File: src/rtl/hsv_pkg.sv
// Shared types and constants for the HSV mixer front-panel controller.
package hsv_pkg;

   typedef enum logic [1:0] {
      CH_H = 2'd0,
      CH_S = 2'd1,
      CH_V = 2'd2
   } ch_t;

   typedef enum logic [1:0] {
      IDLE,
      DELAY,
      REPEAT,
      LOCK
   } step_state_t;

   // Reset values are held at the widest supported setpoint and truncated by the user.
   localparam int unsigned SETPOINT_MAX_W = 32;
   typedef logic [SETPOINT_MAX_W-1:0] setpoint_wide_t;

   localparam setpoint_wide_t HUE_RST_WIDE = '0;
   localparam setpoint_wide_t SAT_RST_WIDE = '1;

   function automatic setpoint_wide_t val_rst_wide(input int unsigned w);
      return setpoint_wide_t'(1) << (w - 1);
   endfunction

   function automatic int unsigned max_u(input int unsigned a, input int unsigned b);
      return (a > b) ? a : b;
   endfunction

   function automatic ch_t next_ch(input ch_t c);
      case (c)
         CH_H:    return CH_S;
         CH_S:    return CH_V;
         default: return CH_H;
      endcase
   endfunction

endpackage

File: src/rtl/hsv_step_alu.sv
// Next-value logic for one setpoint step: hue wraps, saturation and value clamp.
module hsv_step_alu
   import hsv_pkg::*;
#(
   parameter int unsigned VAL_W = 8
) (
   input  logic [VAL_W-1:0] value,
   input  logic             dir,
   input  ch_t              channel,
   output logic [VAL_W-1:0] next_value,
   output logic             changed
);

   always_comb begin
      next_value = value;
      if (channel == CH_H) begin
         next_value = dir ? value + 1'b1 : value - 1'b1;
      end else if (dir) begin
         if (value != '1) next_value = value + 1'b1;
      end else begin
         if (value != '0) next_value = value - 1'b1;
      end
      changed = (next_value != value);
   end

endmodule

File: src/rtl/hsv_button_ctrl.sv
// Front-panel controller: sample-tick prescaler, button edge detect,
// press / hold-to-repeat step FSM and the H/S/V setpoint registers.
module hsv_button_ctrl
   import hsv_pkg::*;
#(
   parameter int unsigned VAL_W        = 8,
   parameter int unsigned TICK_DIV     = 1000,
   parameter int unsigned REPEAT_DELAY = 50,
   parameter int unsigned REPEAT_RATE  = 10
) (
   input  logic             clk,
   input  logic             reset,
   input  logic             btn_sel,
   input  logic             btn_up,
   input  logic             btn_down,
   output logic             sample_tick,
   output logic [1:0]       ch_sel,
   output logic [VAL_W-1:0] hue,
   output logic [VAL_W-1:0] sat,
   output logic [VAL_W-1:0] val,
   output logic             update
);

   localparam int unsigned PRESC_W = $clog2(TICK_DIV);
   localparam int unsigned CNT_W   = $clog2(max_u(REPEAT_DELAY, REPEAT_RATE) + 1);

   localparam logic [PRESC_W-1:0] PRESC_LAST = PRESC_W'(TICK_DIV - 1);
   localparam logic [CNT_W-1:0]   DELAY_LAST = CNT_W'(REPEAT_DELAY - 1);
   localparam logic [CNT_W-1:0]   RATE_LAST  = CNT_W'(REPEAT_RATE - 1);

   localparam logic [VAL_W-1:0] HUE_RST = HUE_RST_WIDE[VAL_W-1:0];
   localparam logic [VAL_W-1:0] SAT_RST = SAT_RST_WIDE[VAL_W-1:0];
   localparam logic [VAL_W-1:0] VAL_RST = VAL_W'(val_rst_wide(VAL_W));

   logic [PRESC_W-1:0] presc;

   always_ff @(posedge clk) begin
      if (reset || presc == PRESC_LAST) presc <= '0;
      else                              presc <= presc + 1'b1;
   end

   assign sample_tick = (presc == PRESC_LAST);

   // Bit order {sel, up, down}. A button only arms once seen low after reset,
   // so a level held through reset never produces an edge.
   logic [2:0] btn_now;
   logic [2:0] btn_q;
   logic [2:0] arm_q;
   logic [2:0] rise;
   logic       sel_rise;
   logic       up_rise;
   logic       down_rise;

   assign btn_now = {btn_sel, btn_up, btn_down};

   always_ff @(posedge clk) begin
      if (reset) begin
         btn_q <= '0;
         arm_q <= '0;
      end else begin
         btn_q <= btn_now;
         arm_q <= arm_q | ~btn_now;
      end
   end

   assign rise      = btn_now & ~btn_q & arm_q;
   assign sel_rise  = rise[2];
   assign up_rise   = rise[1];
   assign down_rise = rise[0];

   step_state_t      state;
   ch_t              ch_q;
   logic             dir_q;
   logic [CNT_W-1:0] tick_cnt;

   logic             active_held;
   logic             other_held;
   logic             hold_ok;
   logic             step_fire;
   logic             alu_dir;
   logic [VAL_W-1:0] cur_val;
   logic [VAL_W-1:0] nxt_val;
   logic             alu_changed;

   assign active_held = dir_q ? btn_up   : btn_down;
   assign other_held  = dir_q ? btn_down : btn_up;
   assign hold_ok     = active_held && !other_held;
   assign alu_dir     = (state == IDLE) ? up_rise : dir_q;

   always_comb begin
      step_fire = 1'b0;
      if (!sel_rise) begin
         case (state)
            IDLE:    step_fire = up_rise ^ down_rise;
            DELAY:   step_fire = hold_ok && sample_tick && (tick_cnt == DELAY_LAST);
            REPEAT:  step_fire = hold_ok && sample_tick && (tick_cnt == RATE_LAST);
            default: step_fire = 1'b0;
         endcase
      end
   end

   always_comb begin
      cur_val = val;
      case (ch_q)
         CH_H:    cur_val = hue;
         CH_S:    cur_val = sat;
         default: cur_val = val;
      endcase
   end

   hsv_step_alu #(
      .VAL_W (VAL_W)
   ) u_step_alu (
      .value      (cur_val),
      .dir        (alu_dir),
      .channel    (ch_q),
      .next_value (nxt_val),
      .changed    (alu_changed)
   );

   // A select edge overrides any step decision made in the same cycle.
   always_ff @(posedge clk) begin
      if (reset) begin
         state    <= IDLE;
         ch_q     <= CH_H;
         dir_q    <= 1'b0;
         tick_cnt <= '0;
         hue      <= HUE_RST;
         sat      <= SAT_RST;
         val      <= VAL_RST;
         update   <= 1'b0;
      end else begin
         update <= 1'b0;
         if (sel_rise) begin
            ch_q  <= next_ch(ch_q);
            state <= LOCK;
         end else begin
            case (state)
               IDLE: begin
                  if (up_rise && down_rise) begin
                     state <= LOCK;
                  end else if (up_rise || down_rise) begin
                     state    <= DELAY;
                     dir_q    <= up_rise;
                     tick_cnt <= '0;
                  end
               end
               DELAY, REPEAT: begin
                  if (!active_held) begin
                     state <= IDLE;
                  end else if (other_held) begin
                     state <= LOCK;
                  end else if (sample_tick) begin
                     if (step_fire) begin
                        tick_cnt <= '0;
                        state    <= REPEAT;
                     end else begin
                        tick_cnt <= tick_cnt + 1'b1;
                     end
                  end
               end
               default: begin
                  if (!btn_up && !btn_down) state <= IDLE;
               end
            endcase
         end

         if (step_fire && alu_changed) begin
            update <= 1'b1;
            case (ch_q)
               CH_H:    hue <= nxt_val;
               CH_S:    sat <= nxt_val;
               default: val <= nxt_val;
            endcase
         end
      end
   end

   assign ch_sel = ch_q;

endmodule
File: config.mk
export PLATFORM = sky130hd
export DESIGN_NAME = hsv_button_ctrl
export DESIGN_NICKNAME = d
export VERILOG_FILES = /design/src/rtl/hsv_pkg.sv /design/src/rtl/hsv_step_alu.sv /design/src/rtl/hsv_button_ctrl.sv
export SDC_FILE = /design/constraint.sdc
export NUM_CORES = 1
export LEC_CHECK = 0
export BUFFER_PORTS_ARGS = -buffer_cell sky130_fd_sc_hd__buf_4
export CAP_MARGIN = 20
export CORE_ASPECT_RATIO = 1.1
export CORE_MARGIN = 2
export CORE_UTILIZATION = 30
export CTS_BUF_LIST = sky130_fd_sc_hd__clkbuf_8
export DETAILED_ROUTE_END_ITERATION = 10
export SKIP_CTS_REPAIR_TIMING = 1
export SLEW_MARGIN = 5
export SYNTH_ARGS = -nofsm -noshare
export SYNTH_HDL_FRONTEND = slang
export SYNTH_SLANG_ARGS = --single-unit
export TNS_END_PERCENT = 10
File: constraint.sdc
create_clock -name clk -period 2.9 [get_ports clk]
set_input_delay 0.58 -clock clk [delete_from_list [all_inputs] [get_ports clk]]
set_output_delay 0.58 -clock clk [all_outputs]
set_load 0.01 [all_outputs]
Word-level counts from Yosys, hierarchy flattened
Index checks and enable logic that the tools add are counted.
{"block": "op_classes", "add_sub_neg": 4, "multipliers": 0, "n_div": 0, "magnitude_cmp": 0, "n_eq_ne": 16, "shift": 0, "muxes": 29, "bitwise": 9, "n_reduce_logical": 25}
{"cell": "8-bit two-way mux", "n": 5}
{"cell": "6-bit two-way mux", "n": 6}
{"cell": "2-bit two-way mux", "n": 8}
{"cell": "8-bit case mux with 2 select lines", "n": 1}
{"cell": "6-bit case mux with 2 select lines", "n": 1}
{"cell": "10-bit by 1-bit adder with 10-bit output, second input constant", "n": 1}
{"cell": "10-bit equality test, second input constant", "n": 1}
{"cell": "5-bit inequality test, second input constant", "n": 2}
{"cell": "8-bit by 1-bit adder with 8-bit output, second input constant", "n": 1}
{"cell": "2-bit inequality test, second input constant", "n": 4}
{"cell": "8-bit inequality test", "n": 1}
{"cell": "8-bit inequality test, second input constant", "n": 1}
{"cell": "2-bit case mux with 2 select lines", "n": 2}
{"cell": "4-bit AND reduction", "n": 2}
{"cell": "8-bit nonzero test", "n": 1}
{"cell": "8-bit by 1-bit subtractor with 8-bit output, second input constant", "n": 1}
{"cell": "1-bit logical AND", "n": 7}
{"cell": "7-bit AND reduction", "n": 1}
{"cell": "6-bit by 1-bit adder with 6-bit output, second input constant", "n": 1}
{"cell": "3-bit bitwise AND", "n": 2}
{"cell": "6-bit by 4-bit equality test with 1-bit output, second input constant", "n": 1}
{"cell": "6-bit equality test, second input constant", "n": 1}
{"cell": "3-bit NOT", "n": 2}
{"cell": "2-bit AND reduction", "n": 3}
{"cell": "15 further kinds", "n": 27}
{"block": "word_totals", "regBits": 52, "latch_bits": 0, "ram_bits": 0, "rom_bits": 0, "input_bits": 5, "out_inout_bits": 28, "elab_cells": 94, "memories": 0}

Logic depth before layout (Yosys ltp)
{"block": "logic_depth", "word_depth": 13, "ltp_mapped": 12, "depth_no_buf": 10}

Cells and area by module
Synthesis repeated with hierarchy kept, for this count alone.
{"block": "unflattened", "hier_cells": 382, "hier_area_um2": 3165.5}
{"module": "hsv_button_ctrl", "instances": 1, "cells_per_inst": 311, "area_each_um2": 2661.3, "seq_area_each_um2": 1041.0}
{"module": "hsv_step_alu", "instances": 1, "cells_per_inst": 71, "area_each_um2": 504.2, "seq_area_each_um2": 0.0}

Worst setup path after synthesis
OpenSTA, ideal clock, no wires.
{"block": "synth_timing", "path_kind": "register -> register", "start": "register ch_q[1], in the netlist ch_sel[1]", "end": "register val[1]", "t_arrival_ns": 2.833, "t_required_ns": 2.814, "path_slack_ns": -0.018, "path_stages_with_launch": 13, "n_path_buf": 2, "period_less_slack_ns": 2.918, "path_cell_list": "dfxtp_1 buf_2 clkbuf_1 nand2_1 o21a_1 inv_1 ha_1 o211ai_1 or4b_2 nor4_1 o22ai_1 a21boi_0 a211oi_1"}
{"block": "synth_between", "elab_chain_len": 9, "word_cells_on_any_way": 17, "cone_classes": "2 x add/sub; 3 x eq/ne; 6 x mux; 1 x bitwise; 5 x reduce/logical"}
{"item": "start, declared", "line_no": "hsv_button_ctrl.sv:72", "text": "ch_t ch_q;"}
{"item": "start signal, assigned", "line_no": "hsv_button_ctrl.sv:135", "text": "ch_q <= next_ch(ch_q);"}
{"item": "2-bit by 1-bit equality test with 1-bit output / 2-bit logical NOT (equally long branches)", "line_no": "hsv_button_ctrl.sv:104, hsv_button_ctrl.sv:170, hsv_step_alu.sv:16"}
{"item": "8-bit case mux with 2 select lines", "line_no": "hsv_button_ctrl.sv:104", "text": "case (ch_q)"}
{"item": "8-bit by 1-bit subtractor with 8-bit output, or another cell as far along", "line_no": "hsv_step_alu.sv:17, hsv_step_alu.sv:21"}
{"item": "8-bit two-way mux, on equally long branches", "line_no": "hsv_step_alu.sv:21, hsv_step_alu.sv:19"}
{"item": "8-bit two-way mux", "line_no": "hsv_step_alu.sv:18", "text": "end else if (dir) begin"}
{"item": "8-bit two-way mux", "line_no": "hsv_step_alu.sv:16", "text": "if (channel == CH_H) begin"}
{"item": "8-bit inequality test", "line_no": "hsv_step_alu.sv:23", "text": "changed = (next_value != value);"}
{"item": "1-bit logical AND", "line_no": "hsv_button_ctrl.sv:168", "text": "if (step_fire && alu_changed) begin"}
{"item": "2-bit AND reduction (no source line)"}
{"item": "end signal, assigned", "line_no": "hsv_button_ctrl.sv:173", "text": "default: val <= nxt_val;"}
{"item": "end, declared", "line_no": "hsv_button_ctrl.sv:20", "text": "output logic [VAL_W-1:0] val,"}
Several ways; a longest one is shown, not always the timed one.
A chain may end at the register's enable or synchronous reset.

Worst setup path after layout
{"block": "layout_timing", "start": "register ch_q[0], in the netlist ch_sel[0]", "end": "register val[5]"}
Same word-level chain as after synthesis.

==> flow_summary.ini <==
[run_status]
outcome = finished, final reports clean

[pwr]
p_leak_nw = 1.43
power.total_mw = 1.96
power_density_nw_per_um2 = 547
ir_drop_mv = 0.238

[sta]
fin_crit_ns = 2.68
min_period_over_period_pct = 92.3
worst-slew-pin-transition_ns = 0.500
slew_violations = 0
final.setup.tns_ns = 0
hold_viol = 0
clock_skew_ns = 0.00990
fmax_ghz = 0.374
setup_viol = 0
relSlewSlack_pct = 66.5
rsz0062_at_grt = no
hold_ws_ns = 0.446

[route]
highest_layer = met4
initialDrtViolationCount = 182
drt-met1-wl_um = 3670
wl_met2_um = 3600
vias = 2707
drt_wl_total_um = 7630
wl_per_cell_um = 14.5
via_per_inst = 5.14
drt_first_pass_iters = 4
wl_met3_um = 236
drc = 0
antenna_left = 0

[floorplanning]
start_util_pct = 30.6
num_rows = 38
die-area_um2 = 10900
die_width_um = 99.6
coreArea_um2 = 9840
die_y_um = 109
io_pins = 33

[global_route]
grt_max_degree = 48
gr-usage-all-layers_pct = 14.2
antenna_found_initial = 0
grt_pass1_wl_um = 12600
grt_overflow = 0
grt_pass1_vias = 2518

[layout]
drive_above_1_share_pct = 18.7
fin_nets = 423
diodes = 0
post-route-util_pct = 36.5
layout.cells.non_filler = 527
area_growth_pct = 19.1

[logic_synthesis]
netlist_instances = 364
synth_cell_types = 58
synth-seq-area-share_pct = 34.5
async_flop_share_pct = 0
synth.largest_area_cell = dfxtp_1
syn_avg_cell_area_um2 = 8.28
synth.area.top_cells = dfxtp_1 (35%), nor2_1 (5.6%), ha_1 (5.0%)
yosys_warnings = 0
synthesis.area_um2 = 3010
synth_top_cell_area_share_pct = 34.5
synth-edff-count = 0
synth_top_flop_cell = dfxtp_1
yosys_register_bits = 52
syn-num-nets = 381

[worst_setup_path]
path_cells = buf_12 > mux2_2 > mux2_2 > or4b_4 > o22a_1 > and2_1 > buf_4 > a211oi_1
path_buf_inv = 2
worstPathMaxFanout = 13
arrival_ns = 2.91
startpoint_type = flip-flop
cpMaxStageDelayCell = or4b_4
timing.critical_path.mode_cell = mux2_2
reg2reg_depth = 8
critPathRequiredTime_ns = 3.13
path_class = flip-flop to flip-flop
max_stage_delay_ns = 0.49
critical_path.top_delay_family = simple AND/OR/NAND/NOR gates
crit_cells = 8
critPathCaptureType = flip-flop

[min_path]
whs_path_depth = 2
min_path_type = input pin to flip-flop

[place]
gp_congestion = 0.969
dp.cells = 519
io_buffer_count = 32
dp_hpwl_um = 5740

[cts]
cts.htree.levels = 2
clk_pin_slew_ns = 0.10
cts-root-buf = clkbuf_8
cts_tree = built
clkLatencyLatePin_ns = 0.31
clock_path_buffers = 2
cts_num_sinks = 52
cts_made_buffers = 5

[flow_run]
cap_violations = 0
path summary, 6_finish.rpt:
check,startpoint,endpoint,slack [ns]
max,ch_sel[0]$_SDFFE_PP0P_,val[5]$_SDFFE_PP0P_,0.22
min,btn_sel,arm_q[2]$_SDFF_PP0_,0.45
max reg2reg,ch_sel[0]$_SDFFE_PP0P_,val[5]$_SDFFE_PP0P_,0.22
min reg2reg,arm_q[1]$_SDFF_PP0_,arm_q[1]$_SDFF_PP0_,0.45
synth_stat cells, types with 6 or more instances:
cell type / instances
clkbuf_1: 9
mux2_2: 6
nor2_1: 45
nand3_1: 12
a211oi_1: 6
or3_1: 6
nand2_1: 27
xor2_1: 12
nor3_1: 10
xnor2_1: 8
nand4_1: 9
a21oi_1: 20
inv_1: 16
dfxtp_1: 52
ha_1: 12
nand2b_1: 8
mux2i_1: 12
o21ai_0: 15
cell families (layout without fill, tap and decap cells):
family                     count (synthesis)  count (layout)  synth area share, %
and+or+nand+nor                          147             147                 25.0
adders and majority gates                 12              12                 4.98
xor gates and xnor gates                  20              20                 5.81
muxes                                     21              21                 7.68
AOI/OAI and AO/OA                         80              80                 17.3
buffers and inverters                     32              75                 4.65
DFF                                       52              52                 34.5
layer usage:
layer	up-vias	GRT usage, %
met1	1273	18.8
met4	0	3.91
met2	51	24.0
li1	1374	-
met3	9	2.12
met5	-	0
layout make-up:
type,instances,area (µm²)
Multi-Input combinational cell,280,1850
Clock buffer,5,68.8
Timing Repair Buffer,51,395
Tap cell,120,150
Clock inverter,3,20.0
Sequential cell,52,1040
Inverter,16,60.1
Fill cell,1005,6250
stage by stage:
step | setup WS (ns) | cell area, µm²
4_1_cts | 0.0993 | 3570
3_3_place_gp | 0.193 | 3480
6_report | 0.224 | 3590
2_1_floorplan | 0.0815 | 3020
5_1_grt | 0.0309 | 3590
3_5_place_dp | 0.154 | 3480
placed cells by master, fill, tap and decap left out, types with 8 or more instances in the layout:
cell type and instances:
a21oi_1 20, mux2i_1 12, nor2_1 45, nor3_1 10
ha_1 12, o21ai_0 15, xor2_1 12, nand2_1 27
xnor2_1 8, nand3_1 12, inv_1 17, buf_4 50
dfxtp_1 51, nand2b_1 8, nand4_1 9
sequential cells by signal (all words and copies together) (netlist names):
register and cells:
val 8, hue 8, btn_q 3, dir_q 1, state 2, tick_cnt 6
sat 8, arm_q 3, presc 10, update 1, ch_sel 2
power breakdown:
group          total, mW  internal, mW  switching, mW
Clock              0.427         0.169          0.258
Sequential         0.789         0.755         0.0342
Combinational      0.747         0.325          0.422
No activity file was read; power rests on OpenSTA's default activity.
